$ cat config.mk
export PLATFORM = sky130hd
export DESIGN_NAME = pipe3_arbiter
export DESIGN_NICKNAME = d
export VERILOG_FILES = /design/src/rtl/pipe3_arbiter.sv
export SDC_FILE = /design/constraint.sdc
export NUM_CORES = 1
export LEC_CHECK = 0
export ABC_AREA = 1
export CELL_PAD_IN_SITES_DETAIL_PLACEMENT = 0
export CELL_PAD_IN_SITES_GLOBAL_PLACEMENT = 1
export CORE_MARGIN = 5
export CORE_UTILIZATION = 34
export DETAILED_ROUTE_END_ITERATION = 10
export PLACE_DENSITY_LB_ADDON = 0.1
export SKIP_CTS_REPAIR_TIMING = 1
export SLEW_MARGIN = 25
export SYNTH_ARGS = -nofsm -noshare
export SYNTH_HDL_FRONTEND = slang
export SYNTH_SLANG_ARGS = --single-unit
$ cat constraint.sdc
create_clock -name clk -period 4.7 [get_ports clk]
set_input_delay 0.47 -clock clk [delete_from_list [all_inputs] [get_ports clk]]
set_output_delay 0.47 -clock clk [all_outputs]
set_load 0.1 [all_outputs]
$ cat src/rtl/pipe3_arbiter.sv
// Round-robin arbiter feeding a fixed 3-stage tagged pipeline; a beat accepted in cycle t is at the output in t+3.
// The pipe shifts or holds as a whole: it stalls only while stage 3 holds a beat that out_ready_i refuses.
module pipe3_arbiter #(
  parameter int WIDTH = 4,
  parameter int NREQ  = 4
) (
  input  logic                    clk,
  input  logic                    rst,
  input  logic [NREQ-1:0]         req_valid_i,
  input  logic [NREQ*WIDTH-1:0]   req_data_i,
  output logic [NREQ-1:0]         req_ready_o,
  input  logic                    flush_i,
  input  logic                    out_ready_i,
  output logic                    out_valid_o,
  output logic [WIDTH-1:0]        out_data_o,
  output logic [$clog2(NREQ)-1:0] out_id_o,
  output logic                    busy_o
);
  localparam int IDW = $clog2(NREQ);

  typedef struct packed {
    logic             vld;
    logic [WIDTH-1:0] dat;
    logic [IDW-1:0]   id;
  } stage_t;

  stage_t           s1_q, s2_q, s3_q;
  stage_t           s1_d, s2_d, s3_d;
  logic [IDW-1:0]   last_q, last_d;

  logic [WIDTH-1:0] req_dat [NREQ];
  logic             advance;
  logic             grant_ok;
  logic             found;
  logic [IDW-1:0]   win;
  logic [IDW-1:0]   cand;
  int               idx;

  for (genvar r = 0; r < NREQ; r++) begin : g_unpack
    assign req_dat[r] = req_data_i[r*WIDTH +: WIDTH];
  end

  assign advance  = !s3_q.vld || out_ready_i;
  assign grant_ok = advance && !flush_i && !rst;

  // Search starts one past the last winner; the modulo keeps non-power-of-two NREQ in range.
  always_comb begin
    found = 1'b0;
    win   = '0;
    idx   = 0;
    cand  = '0;
    for (int i = 1; i <= NREQ; i++) begin
      idx  = (int'(last_q) + i) % NREQ;
      cand = IDW'(idx);
      if (!found && req_valid_i[cand]) begin
        found = 1'b1;
        win   = cand;
      end
    end
  end

  always_comb begin
    req_ready_o = '0;
    if (grant_ok && found) begin
      req_ready_o[win] = 1'b1;
    end
  end

  always_comb begin
    s1_d   = s1_q;
    s2_d   = s2_q;
    s3_d   = s3_q;
    last_d = last_q;
    if (flush_i) begin
      s1_d.vld = 1'b0;
      s2_d.vld = 1'b0;
      s3_d.vld = 1'b0;
    end else if (advance) begin
      s3_d     = s2_q;
      s2_d     = s1_q;
      s1_d.vld = found;
      if (found) begin
        s1_d.dat = req_dat[win];
        s1_d.id  = win;
        last_d   = win;
      end
    end
  end

  always_ff @(posedge clk) begin
    if (rst) begin
      s1_q   <= '0;
      s2_q   <= '0;
      s3_q   <= '0;
      last_q <= IDW'(NREQ - 1);
    end else begin
      s1_q   <= s1_d;
      s2_q   <= s2_d;
      s3_q   <= s3_d;
      last_q <= last_d;
    end
  end

  assign out_valid_o = s3_q.vld;
  assign out_data_o  = s3_q.dat;
  assign out_id_o    = s3_q.id;
  assign busy_o      = s1_q.vld || s2_q.vld || s3_q.vld;

endmodule

* Word level (Yosys, flattened, before mapping)
Index checks and enable logic that the tools add are counted.
Widths: inputs -> output; s select.
** Cells by class
- Add/subtract/negate cells :: 4
- Reductions and logical operators :: 19
- Mux-type cells :: 22
- Bitwise logic cells :: 2
- Order comparisons :: 7
** Operators by type and width (number)
- $lt 2x3->1 const B :: 5
- $mux 4 :: 3
- $mux 1 :: 9
- $bmux 1 s2 :: 4
- $bmux 4 s2 :: 1
- $mux 2 :: 4
- $logic_and 1x1->1 :: 7
- $logic_not 1->1 :: 6
- $add 2x1->2 const B :: 2
- $add 2x2->2 const B :: 2
- $ge 3x3->1 const B :: 1
- $logic_or 1x1->1 :: 3
- $not 2->3 :: 1
- $reduce_and 3->1 :: 1
- $demux 1 s2 :: 1
- $ge 2x1->1 const B :: 1
- $reduce_and 2->1 :: 1
- $reduce_or 2->1 :: 1
- $not 1->1 :: 1
** Word-level totals
- Bits in registers :: 23
- Output and inout bits :: 12
- Word-level logic and storage cells :: 64

* Logic depth before layout (Yosys ltp)
- Word-level depth :: 18
- Mapped depth :: 17
- Gate-level depth less buffers :: 15

* Worst setup path before layout
No wires, ideal clock.
- Path type :: register to output
- From :: reg s3_q, in the netlist out_valid_o
- To :: out req_ready_o[0]
- Arrival :: 3.558 ns
- Setup slack :: 0.672 ns
- Path buffers :: 1
- Stages on the path, launching flop included :: 9
- Required time :: 4.230 ns
- Path through :: dfxtp_1 inv_1 nor2_1 nor2_1 nand2_2 inv_2 buf_4 nand2_2 nor3_1
** Between the ends
- Cells in the longest elaborated chain, start to end :: 6
** Ends and longest elaborated chain
- start, declared :: line 27 : stage_t s1_q, s2_q, s3_q;
- start signal, assigned :: line 94 : s3_q <= '0;
- start signal, assigned :: line 99 : s3_q <= s3_d;
- $logic_not 1->1 :: line 43 : assign advance = !s3_q.vld || out_ready_i;
- $logic_or 1x1->1 :: line 43
- $logic_and 1x1->1 (2 in a row) :: line 44 : assign grant_ok = advance && !flush_i && !rst;
- $logic_and 1x1->1 :: line 64 : if (grant_ok && found) begin
- $mux 4 :: line 64
- end, declared :: line 11 : output logic [NREQ-1:0] req_ready_o,
No other way between the ends.

* Worst setup path in the final report
- From :: reg last_q[0]
- To :: out req_ready_o[0]
** Between the ends
- Cells in the longest elaborated chain, start to end :: 18
- Elaborated cells on any way between the ends :: 33
** Ends and longest elaborated chain
- start, declared :: line 29 : logic [IDW-1:0] last_q, last_d;
- start signal, assigned :: line 95 : last_q <= IDW'(NREQ - 1);
- start signal, assigned :: line 100 : last_q <= last_d;
- $add 2x1->2 :: line 53 : idx = (int'(last_q) + i) % NREQ;
- $bmux 1 s2 :: line 55 : if (!found && req_valid_i[cand]) begin
- $mux 1 (implied by the code) :: line 55
- $mux 1 :: line 55
- $logic_not 1->1 :: line 55
- $logic_and 1x1->1 :: line 55
- $mux 1 :: line 55
- $logic_not 1->1 :: line 55
- (+2 left out)
- $logic_not 1->1 :: line 55
- $logic_and 1x1->1 :: line 55
- $mux 2 :: line 55
- $lt 2x3->1 (implied by the code) or $ge 2x1->1 (tied branches) :: line 65 : req_ready_o[win] = 1'b1;
- $logic_and 1x1->1 (implied by the code) :: line 65
- $mux 1 (implied by the code) :: line 65
- $demux 1 s2 :: line 65
- $mux 4 (*) :: line 64
Mark *: on every way between the ends. The rest lies on a longest branch, timed or not. The select of a mux whose other input is x is not followed.

==> flow_summary.ini <==
[synthesis]
synth_area_leaders = dfxtp_1 (36%), nand2_1 (17%), nor2_1 (9.3%)
yosys_warnings = 0
avgSynthCellArea_um2 = 6.35
yosysSeqAreaShare_pct = 35.7
synth_edf_count = 0
netlist_area_um2 = 1290
yosysMostFrequentCell = nand2_1
synth_common_cells = nand2_1 (60), nor2_1 (32), dfxtp_1 (23)
synthArstFlopShare_pct = 0
synth_ff_type = dfxtp_1
synth_cell_type_count = 24
synth.largest_area_cell = dfxtp_1
synthCells = 203
synth_nets = 227
synth-seq-cells = 23
synth_top_area_share_pct = 35.7

[min_path]
hp-class = reg2reg

[placed_design]
dpl_cell_area_um2 = 1660
post-dp-hpwl_um = 2510
gp_congestion = 0.817
io_buffer_count = 35
place_ws_ns = 1.79
dp_cells = 281

[final_layout]
area_growth_pct = 32.3
fillerInstances = 381
seq_area_um2 = 460
fin_cells = 285
n_antenna_cell = 0
final_area_um2 = 1710
fin_nets = 262
drive_above_1_share_pct = 11.0
multi_input_area_um2 = 714

[die]
initial_core_util_pct = 35.2
die_w_um = 71.6
rows = 22
core_area_um2 = 3660
num_io_pins = 36
die_h_um = 71.6
die_area_um2 = 5130

[run]
max_cap_viol_count = 0

[critical_path]
crit_path_end_kind = output pin
crit_slowest_cell = dfxtp_1
crit_buf_inv = 3
crit_family = simple AND/OR/NAND/NOR gates
critical_path_class = reg2out
crit_path_start_kind = flop
critPathArrivalTime_ns = 2.44
max_stage_delay_ns = 0.58
cp_max_fo = 11
worstPathCellList = inv_4 > nand2_2 > nand2_2 > nand2_1 > nand2_1 > nor2_4 > nand3_4 > nand3_2 > inv_1 > nor3_1 > buf_4
required_ns = 4.23

[detailed_routing]
vias_per_cell = 4.70
drtIter0Drc = 38
antenna_left = 0
first_pass_iters = 4
drc = 0
wl_um = 3200
via_count = 1340
wire_per_inst_um = 11.2

[clocking]
cts-root-buf = clkbuf_8
cts_made_buffers = 3
worstSkewPairLatency_ns = 0.26
clock_path_buffers = 2
cts_tree = done
htreeDepth = 1
clock-sinks = 23
cts.clk_slew.worst_paths_ns = 0.08

[pwr]
ir_drop_mv = 0.216
p_leak_nw = 0.806
power_per_cell_area_nw_per_um2 = 506

[grt]
grt_max_degree = 17
grtUsageTotal_pct = 13.1
antenna_found_initial = 0
grt-ovfl-total = 0
grt_pass1_vias = 1289
grt_pass1_wl_um = 5550

[timing]
fin_crit_ns = 2.91
fin_skew_ns = 0.00509
finalWorstSetupSlack_ns = 1.79
drv_slew = 0
hold_viol_final = 0
rsz0062_at_grt = false
setup_viol = 0
tightest_slew_ns = 0.973
tns_ns = 0
slew-limit-headroom_pct = 34.9
holdWs_ns = 0.471
fmax_mhz = 343
final.period_utilization_pct = 62.0

[outcome]
status = finished clean
==> kinds of logic (layout without fill, tap and decap cells) <==
| kind of cell | Yosys count | count (layout) | synth area share, % |
|---|---|---|---|
| AND/OR/NAND/NOR | 132 | 132 | 46.1 |
| buffers and inverters | 26 | 60 | 8.92 |
| flip-flops | 23 | 23 | 35.7 |
| AO/OA/AOI/OAI | 22 | 22 | 9.31 |
==> routing by layer <==
layer | GRT usage, % | up-vias | share of wire, %
met1 | 16.0 | 594 | 46
met4 | 1.46 | 0 | 0
met2 | 22.8 | 28 | 47
li1 | - | 718 | -
met3 | 4.49 | 0 | 6.4
met5 | 0 | - | 0
==> worst register-to-register path: stages, from the launching register on <==
cell     delay, ns
dfxtp_1       0.58
inv_4         0.13
nand2_2       0.10
nand2_2       0.06
nand2_1       0.08
nand2_1       0.08
nor2_4        0.16
nand3_4       0.13
nand3_2       0.21
inv_1         0.12
nand3_1       0.08
nand3_1       0.09
nor2_1        0.11
nor2_1        0.04
==> metrics by stage <==
stage                     utilization [%]  power (W)
after global routing                 46.6   0.000939
after CTS                            46.6   0.000872
after detailed placement             45.4   0.000752
final                                46.6   0.000863
after floorplan                         -   0.000657
after global placement               45.4   0.000745
==> worst paths after layout <==
| kind | start | endpoint | slack (ns) | depth (start not counted) |
|---|---|---|---|---|
| max | last_q[0] | req_ready_o[0] | 1.79 | 11 |
| min | s1_q[0] | s1_q[0] | 0.47 | 2 |
| min reg2reg | s1_q[0] | s1_q[0] | 0.47 | 2 |
| max reg2reg | last_q[0] | s1_q[2] | 2.64 | 13 |
==> state kept, by name, indices dropped and copies added, names as in the netlist <==
name / count
out_data_o: 4
last_q: 2
out_id_o: 2
s1_q: 7
out_valid_o: 1
s2_q: 7
==> final cells by class <==
type / count / area share (%)
inverter: 20 / 4.55
sequential: 23 / 27.0
timing repair buffer: 36 / 20.4
clock inverter: 1 / 0.293
clock buffer: 3 / 2.42
multi-input combinational: 154 / 41.9
tap: 48 / 3.52
==> power by group <==
part,leakage [nW],switching [W],total [W],internal (W)
clock network,0.0255,0.0000596,0.000119,0.0000590
logic,0.590,0.000347,0.000493,0.000146
registers,0.190,0.0000251,0.000251,0.000226
==> layout by cell type, fill, tap and decap left out, drive strengths merged <==
master | synthesis | routed
dfxtp | 23 | 23
clkinv | 0 | 1
a211oi | 1 | 1
or2 | 1 | 1
o31ai | 1 | 1
inv | 20 | 20
buf | 3 | 5
o211ai | 2 | 2
clkbuf | 3 | 3
o21ai | 13 | 13
nand2 | 68 | 68
a21oi | 5 | 5
nand3 | 23 | 23
nor2 | 34 | 34
clkdlybuf4s50 | 0 | 31
nor3 | 4 | 4
nand4 | 2 | 2
(Power assumes the default switching activity.)
